### config.mk
export PLATFORM = sky130hd
export DESIGN_NAME = prog_iram_flat
export DESIGN_NICKNAME = d
export VERILOG_FILES = /design/src/rtl/prog_iram_if.sv /design/src/rtl/prog_iram.sv /design/src/flat_wrapper.sv
export SDC_FILE = /design/constraint.sdc
export NUM_CORES = 2
export LEC_CHECK = 0
export CAP_MARGIN = 20
export CORE_MARGIN = 1.5
export CORE_UTILIZATION = 55
export DETAILED_ROUTE_END_ITERATION = 6
export PLACE_DENSITY = 0.71
export SYNTH_ARGS = -nofsm -noshare
export SYNTH_HDL_FRONTEND = slang
export SYNTH_SLANG_ARGS = --single-unit
### constraint.sdc
create_clock -name CLK -period 9.35 [get_ports CLK]
set_input_delay 1.87 -clock CLK [delete_from_list [all_inputs] [get_ports CLK]]
set_output_delay 1.87 -clock CLK [all_outputs]
set_load 0.02 [all_outputs]
### src/rtl/prog_iram_if.sv
`default_nettype none
// ============================================================================
// Module      : prog_iram_if
// Description : Fetch and byte-loader bus of the program instruction RAM.
//               slave  - the RAM itself (drives Q and the status flags)
//               master - the CPU fetch port / program loader
//   ADDR     byte address for fetch (bit 0 ignored by the RAM)
//   Q        fetched instruction word
//   LD_START request to begin a program load
//   LD_VALID loader byte valid      LD_DATA loader byte
//   LD_LAST  final byte of program  LD_READY RAM accepts a loader byte
//   BUSY     clear or load running  RDY      contents valid for fetch
//   ERR      sticky overflow flag of the last load
// Revision    : 1.0 - initial release
// ============================================================================
interface prog_iram_if #(
  parameter int DATA_W = 16,
  parameter int AW     = 8
);
  logic [AW-1:0]     ADDR;
  logic [DATA_W-1:0] Q;
  logic              LD_START;
  logic              LD_VALID;
  logic [7:0]        LD_DATA;
  logic              LD_LAST;
  logic              LD_READY;
  logic              BUSY;
  logic              RDY;
  logic              ERR;

  modport master (
    output ADDR, LD_START, LD_VALID, LD_DATA, LD_LAST,
    input  Q, LD_READY, BUSY, RDY, ERR
  );

  modport slave (
    input  ADDR, LD_START, LD_VALID, LD_DATA, LD_LAST,
    output Q, LD_READY, BUSY, RDY, ERR
  );
endinterface
`default_nettype wire

### src/rtl/prog_iram.sv
`default_nettype none
// ============================================================================
// Module      : prog_iram
// Description : Program instruction RAM with a byte-serial loader.
//               After reset the whole array is swept to zero (one word per
//               cycle), then fetches are served.  A load assembles bytes
//               little-endian into words and writes them sequentially from
//               word 0; running past the last word sets ERR.
// Ports       : CLK    rising-edge clock
//               RESET  synchronous, active-high reset
//               bus    prog_iram_if.slave (fetch + loader + status)
// Parameters  : DATA_W word width (multiple of 8, >= 8)
//               AW     byte-address width, DEPTH = 2^(AW-1) words
// Options     : IRAM_REGQ_EN - when defined, Q is registered (one-cycle
//               fetch latency); otherwise Q is combinational.
// Revision    : 1.0 - initial release
// ============================================================================
module prog_iram #(
  parameter int DATA_W = 16,
  parameter int AW     = 8
) (
  input  wire logic    CLK,
  input  wire logic    RESET,
  prog_iram_if.slave   bus
);

  localparam int c_BPW   = DATA_W / 8;
  localparam int c_DEPTH = 1 << (AW - 1);
  localparam int c_IW    = AW - 1;
  localparam int c_BIW   = (c_BPW > 1) ? $clog2(c_BPW) : 1;

  typedef enum logic [1:0] {
    S_CLEAR = 2'd0,
    S_IDLE  = 2'd1,
    S_LOAD  = 2'd2
  } state_t;

  state_t              r_state;
  state_t              w_state_nxt;

  logic [DATA_W-1:0]   r_mem [c_DEPTH];
  logic [c_IW-1:0]     r_clr_idx;
  logic [c_IW-1:0]     r_ptr;
  logic [c_BIW-1:0]    r_byte_idx;
  logic [DATA_W-1:0]   r_asm;
  logic                r_err;

  logic                w_accept;
  logic                w_word_done;
  logic                w_ovf;
  logic                w_clr_done;
  logic [DATA_W-1:0]   w_word;
  logic                w_we;
  logic [c_IW-1:0]     w_widx;
  logic [DATA_W-1:0]   w_wdata;
  logic [c_IW-1:0]     w_ridx;
  logic [DATA_W-1:0]   w_q;
  logic                w_unused_addr0;

  // --------------------------------------------------------------------------
  // Loader handshake decode
  // --------------------------------------------------------------------------
  assign w_accept    = bus.LD_VALID & (r_state == S_LOAD);
  assign w_word_done = w_accept & (bus.LD_LAST | (r_byte_idx == c_BIW'(c_BPW - 1)));
  // Filling the last word without LD_LAST means the program does not fit.
  assign w_ovf       = w_word_done & ~bus.LD_LAST & (r_ptr == c_IW'(c_DEPTH - 1));
  assign w_clr_done  = (r_state == S_CLEAR) & (r_clr_idx == c_IW'(c_DEPTH - 1));

  // Current partial word with the incoming byte merged into its lane.
  always_comb begin
    w_word = r_asm;
    for (int k = 0; k < c_BPW; k++) begin
      if (r_byte_idx == c_BIW'(k)) begin
        w_word[8*k +: 8] = bus.LD_DATA;
      end
    end
  end

  // --------------------------------------------------------------------------
  // FSM
  // --------------------------------------------------------------------------
  always_ff @(posedge CLK) begin
    if (RESET) begin
      r_state <= S_CLEAR;
    end else begin
      r_state <= w_state_nxt;
    end
  end

  always_comb begin
    w_state_nxt = r_state;
    case (r_state)
      S_CLEAR: begin
        if (w_clr_done) begin
          w_state_nxt = S_IDLE;
        end
      end
      S_IDLE: begin
        if (bus.LD_START) begin
          w_state_nxt = S_LOAD;
        end
      end
      S_LOAD: begin
        if ((w_accept & bus.LD_LAST) | w_ovf) begin
          w_state_nxt = S_IDLE;
        end
      end
      default: w_state_nxt = S_CLEAR;
    endcase
  end

  // --------------------------------------------------------------------------
  // Clear sweep, load pointer, byte assembly, error flag
  // --------------------------------------------------------------------------
  always_ff @(posedge CLK) begin
    if (RESET) begin
      r_clr_idx  <= '0;
      r_ptr      <= '0;
      r_byte_idx <= '0;
      r_asm      <= '0;
      r_err      <= 1'b0;
    end else begin
      if (r_state == S_CLEAR) begin
        r_clr_idx <= r_clr_idx + 1'b1;
      end

      if ((r_state == S_IDLE) && bus.LD_START) begin
        r_ptr      <= '0;
        r_byte_idx <= '0;
        r_asm      <= '0;
        r_err      <= 1'b0;
      end

      if (w_accept) begin
        if (w_word_done) begin
          // Start the next word from zero so a short final word is padded.
          r_asm      <= '0;
          r_byte_idx <= '0;
          if (!w_ovf) begin
            r_ptr <= r_ptr + 1'b1;
          end
        end else begin
          r_asm      <= w_word;
          r_byte_idx <= r_byte_idx + 1'b1;
        end
      end

      if (w_ovf) begin
        r_err <= 1'b1;
      end
    end
  end

  // --------------------------------------------------------------------------
  // Memory write port: clear sweep or completed loader word.  Gated by RESET
  // so a word completing on a reset edge is discarded.
  // --------------------------------------------------------------------------
  assign w_we    = ~RESET & ((r_state == S_CLEAR) | w_word_done);
  assign w_widx  = (r_state == S_CLEAR) ? r_clr_idx : r_ptr;
  assign w_wdata = (r_state == S_CLEAR) ? '0 : w_word;

  always_ff @(posedge CLK) begin
    if (w_we) begin
      r_mem[w_widx] <= w_wdata;
    end
  end

  // --------------------------------------------------------------------------
  // Fetch port: word-addressed, forced to zero while not ready.
  // --------------------------------------------------------------------------
  assign w_ridx         = bus.ADDR[AW-1:1];
  assign w_unused_addr0 = bus.ADDR[0];
  assign w_q            = (r_state == S_IDLE) ? r_mem[w_ridx] : '0;

`ifdef IRAM_REGQ_EN
  logic [DATA_W-1:0] r_q;

  always_ff @(posedge CLK) begin
    if (RESET) begin
      r_q <= '0;
    end else begin
      r_q <= w_q;
    end
  end

  assign bus.Q = r_q;
`else
  assign bus.Q = w_q;
`endif

  assign bus.BUSY     = (r_state != S_IDLE);
  assign bus.RDY      = (r_state == S_IDLE);
  assign bus.LD_READY = (r_state == S_LOAD);
  assign bus.ERR      = r_err;

endmodule
`default_nettype wire

### src/flat_wrapper.sv
// flat-port wrapper written by rule: the top's interface ports become plain ports
module prog_iram_flat 
#(
  parameter int DATA_W = 16,
  parameter int AW     = 8
)
  (CLK, RESET, bus_ADDR, bus_LD_START, bus_LD_VALID, bus_LD_DATA, bus_LD_LAST, bus_Q, bus_LD_READY, bus_BUSY, bus_RDY, bus_ERR);
  prog_iram_if #(.DATA_W(DATA_W), .AW(AW)) bus_i ();
  input  wire logic CLK;
  input  wire logic RESET;
  input wire logic [$bits(bus_i.ADDR)-1:0] bus_ADDR;
  input wire logic [$bits(bus_i.LD_START)-1:0] bus_LD_START;
  input wire logic [$bits(bus_i.LD_VALID)-1:0] bus_LD_VALID;
  input wire logic [$bits(bus_i.LD_DATA)-1:0] bus_LD_DATA;
  input wire logic [$bits(bus_i.LD_LAST)-1:0] bus_LD_LAST;
  output wire logic [$bits(bus_i.Q)-1:0] bus_Q;
  output wire logic [$bits(bus_i.LD_READY)-1:0] bus_LD_READY;
  output wire logic [$bits(bus_i.BUSY)-1:0] bus_BUSY;
  output wire logic [$bits(bus_i.RDY)-1:0] bus_RDY;
  output wire logic [$bits(bus_i.ERR)-1:0] bus_ERR;
  assign bus_i.ADDR = bus_ADDR;
  assign bus_i.LD_START = bus_LD_START;
  assign bus_i.LD_VALID = bus_LD_VALID;
  assign bus_i.LD_DATA = bus_LD_DATA;
  assign bus_i.LD_LAST = bus_LD_LAST;
  assign bus_Q = bus_i.Q;
  assign bus_LD_READY = bus_i.LD_READY;
  assign bus_BUSY = bus_i.BUSY;
  assign bus_RDY = bus_i.RDY;
  assign bus_ERR = bus_i.ERR;
  prog_iram #(.DATA_W(DATA_W), .AW(AW)) u_core (.CLK(CLK), .RESET(RESET), .bus(bus_i));
endmodule
==> summary by stage <==
Clock tree
Clock tree synthesis found a total of 2082 sinks. The TritonCTS clock tree is yes. The number of buffers inserted to repair setup after CTS is 0. The clock transition at the registers of the reported paths is ~60 ps. TritonCTS created 196 clock buffers. The clock latency on the worst-skew pair is just over 800 ps. The H-tree generated during clock tree synthesis spans 4 levels.

In this run the clock root is driven by a sky130_fd_sc_hd__clkbuf_16. The number of gates given a new drive strength after cts is 0. After clock tree synthesis, the flow added hold-fix buffers numbering 0.

The buffer depth of the longest clock path is 3.

Global route
The leftover overflow at the end of global routing is 0. The first global-routing pass estimated approximately 280 mm of wire. In the global route stage, met1 resource usage came out at 0.382. The met2 layer usage reported by global route is 0.407. The busiest metal layer after global routing is met2. The via count of the first global-routing pass is around 40000. The number of antenna violations at the first check in global routing was 9. The met3 capacity usage during global routing is 0.0629. The total global-route track usage is 0.266.

The maximum number of pins on one net before global-route repair is 100.

Power
The internal power contribution is ~0.015 W. The switching part of the total power is 0.201. The sequential share of power is 0.546. The share of total power dissipated in the clock network is 0.423.

The combinational share of power is 0.031. The power spent charging and discharging nets is between 0.003 and 0.004 W. For this design the static power due to leakage is approximately 30 nW. The power density over the cells is between 200 and 250 nW/µm². VDD sags by at most around 0.23 mV.

Timing
Between clock sinks in the finished design, the worst skew comes to 32.5 ps. The count of final max-slew check failures came to 0. Setup repair after global routing left no endpoint under its margin. Setup violations remaining at the end of the flow were counted as 0. The timing-limited maximum frequency is roughly 120 MHz.

For the final routed database, the setup TNS stands at 0 ps. The tightest slew margin relative to the limit is 0.218. The transition at the pin with the smallest max-transition slack is around 1200 ps.

The minimum clock period is just over 8000 ps. Of the available clock period, the critical path in the final layout requires 0.869. The number of endpoints with negative hold slack in the final report is 0. The worst hold slack is between 400 and 500 ps. In the post-route analysis, the smallest setup slack over all paths is ~1200 ps.

Placed design
The wire-length estimate of the detail-placed layout is roughly 110 mm. During placement, the flow inserted port buffers numbering 39. The routability congestion estimate from global placement is 0.859. The minimum setup slack after placement is between 1000 and 1500 ps. The cell area after placement is around 84000 µm².

Synthesis
Summing every instance area after synthesis gives between 80000 and 90000 µm². The synthesized design spends more area on one cell type than any other, namely sky130_fd_sc_hd__edfxtp_1. Dividing the synthesized area by the synthesized cell count gives between 20 and 25 µm². The share of synthesized area in the top cell type comes to 0.765.

During synthesis, Yosys emitted a total of 0 warnings. By count the netlist is led by sky130_fd_sc_hd__edfxtp_1 (2048), sky130_fd_sc_hd__mux4_2 (399), sky130_fd_sc_hd__mux2i_1 (260), sky130_fd_sc_hd__nor2_1 (210), sky130_fd_sc_hd__nand3_1 (196). The synthesized net count is roughly 4000. The netlist uses 51 different library cells. The commonest register cell after synthesis is sky130_fd_sc_hd__edfxtp_1. Synthesis produced a netlist whose cell count is between 3000 and 4000. After synthesis, the share of flip-flops with an asynchronous set or reset is 0. For this run, the register share of the synthesized area comes to 0.773. The dominant cell by count in the synthesized netlist is sky130_fd_sc_hd__edfxtp_1. Yosys attributes the largest share of cell area to sky130_fd_sc_hd__edfxtp_1 (76%), sky130_fd_sc_hd__mux4_2 (11%), sky130_fd_sc_hd__mux2i_1 (3.2%). The number of enable flip-flop cells after synthesis is slightly above 2000. The synthesized design contains between 2000 and 2500 register bits.

Critical path
The sort of element at the start of the critical path is a primary input. The critical path endpoint category is an output port. For the worst setup path, the data required time is roughly 7500 ps.

The largest fanout on the critical path is 14. The signal arrival time at the worst endpoint is about 6300 ps. The worst setup path is of the in -> out kind.

Detailed routing
The count of nets left with antenna violations once routing finished came out at 0. The detail-routed via count per cell is 6.49. The detailed-route DRC error count is 6.

For this block, the initial DRC count from the detailed router was 5921. Before antenna repair, the detailed router went through 7 iterations. The overall routed net length is just under 200 mm. Dividing the detail-routed wire length by the instance count gives between 30 and 40 µm.

Detailed routing inserted a total of around 41000 vias.

Run status
The run finished, with violations left. The checks that failed: design-rule violations.

Floorplanning
The area of the core region is around 150000 µm². The chip height is around 390 µm. The number of standard-cell rows in the floorplan is 140. The area enclosed by the die boundary is 149000 µm². The die is slightly below 400 µm wide. The I/O pin count is 41. For this configuration, the core starts out at a cell density of 0.553.

Final layout
The post-synthesis to final-layout area growth is 12.6%. The final net count is ~4200. After filler insertion, the fill cell instance count of the layout stands at 9799. The fraction of final layout cells sized beyond drive strength 1 is 0.217. Once layout is done, the placed cells without fillers occupy a little over 90000 µm².

Hold path
The type of the tightest min-delay check is reg -> reg.

Flow run
Across the run, the number of max-cap violations was 0.
-- worst max-delay path: stages --
cell and delay [ps]:
sky130_fd_sc_hd__clkdlybuf4s50_1 710, sky130_fd_sc_hd__buf_4 370, sky130_fd_sc_hd__nor3_2 120, sky130_fd_sc_hd__and2_1 480
sky130_fd_sc_hd__a22oi_1 580, sky130_fd_sc_hd__nand4_1 340, sky130_fd_sc_hd__nor3_1 820, sky130_fd_sc_hd__a31oi_1 320
sky130_fd_sc_hd__clkdlybuf4s50_1 620
-- power by group through the flow --
stage                     sequential (W)  clock (W)  combinational (W)
final                             0.0101    0.00784           0.000581
after detailed placement          0.0103          0           0.000571
after global placement            0.0103          0           0.000569
after CTS                         0.0101    0.00792           0.000574
after global routing              0.0101    0.00827           0.000606
after floorplan                   0.0103          0           0.000386
-- cell type report --
| cell class | count | area, µm² | area share |
|---|---|---|---|
| clock buffer | 240 | 5230 | 0.0577 |
| antenna | 2 | 5.00 | 0.0000552 |
| timing repair buffer | 272 | 2380 | 0.0263 |
| inverter | 3 | 11.3 | 0.000124 |
| clock inverter | 123 | 1100 | 0.0122 |
| tap | 1917 | 2400 | 0.0265 |
| sequential | 2082 | 62200 | 0.686 |
| multi-input combinational | 1658 | 17300 | 0.191 |
-- path summary, 6_finish.rpt --
kind	start	to	cells past startpoint	slack [ps]
max	bus_ADDR[5]	bus_Q[3]	9	1220
min	u_core.r_asm[15]	u_core.r_asm[15]	1	460
max reg2reg	u_core.r_state[0]	u_core.r_mem[44][8]	7	5700
min reg2reg	u_core.r_asm[15]	u_core.r_asm[15]	1	460
-- per-stage QoR --
| step | util | cells | power [W] |
|---|---|---|---|
| after global placement | 0.578 | 5925 | 0.0109 |
| after floorplan | - | 3974 | 0.0107 |
| after detailed placement | 0.578 | 5925 | 0.0109 |
| after CTS | 0.622 | 6288 | 0.0186 |
| final | 0.623 | 6297 | 0.0185 |
| after global routing | 0.623 | 6295 | 0.0190 |
-- cell families (layout without fill, tap and decap cells) --
family | count (synthesis) | in the layout | synth area share
flops | 2082 | 2082 | 0.773
simple gates | 678 | 678 | 0.0406
mux | 662 | 662 | 0.145
compound gates | 310 | 310 | 0.0265
buf+inv | 234 | 638 | 0.0143
xor+xnor | 6 | 6 | 0.000654
fa+ha+maj | 2 | 2 | 0.000311
other cells | 0 | 2 | 0
-- state kept, by name, indices dropped and copies added, names as in the netlist --
name and count:
u_core.r_asm 16, u_core.r_byte_idx 1, u_core.r_state 2, u_core.r_ptr 7, u_core.bus.ERR 1, u_core.r_clr_idx 7, u_core.r_mem 2048
-- metal layers --
metal  part of all wire  up-vias
met5            0.00023        -
met2               0.47     2308
li1                   -    16900
met4              0.028        6
met3               0.10      298
met1               0.39    21400
-- layout by cell type (no fill, tap or decap), drive strengths merged, types with 5 or more instances in the layout --
cell	count
edfxtp	2048
nor2b	23
nand3	196
a211oi	5
clkinvlp	8
nor3	38
nand3b	8
dfxtp	34
bufinv	18
clkinv	94
nor2	210
clkbuf	241
a22oi	195
a31oi	18
o21ai	31
mux2i	260
and3b	5
clkdlybuf4s50	36
a21oi	44
and2	21
nand2	89
inv	6
a32oi	7
mux4	399
nand2b	10
nand4	63
buf	235
No activity file was read; power rests on OpenSTA's default activity.
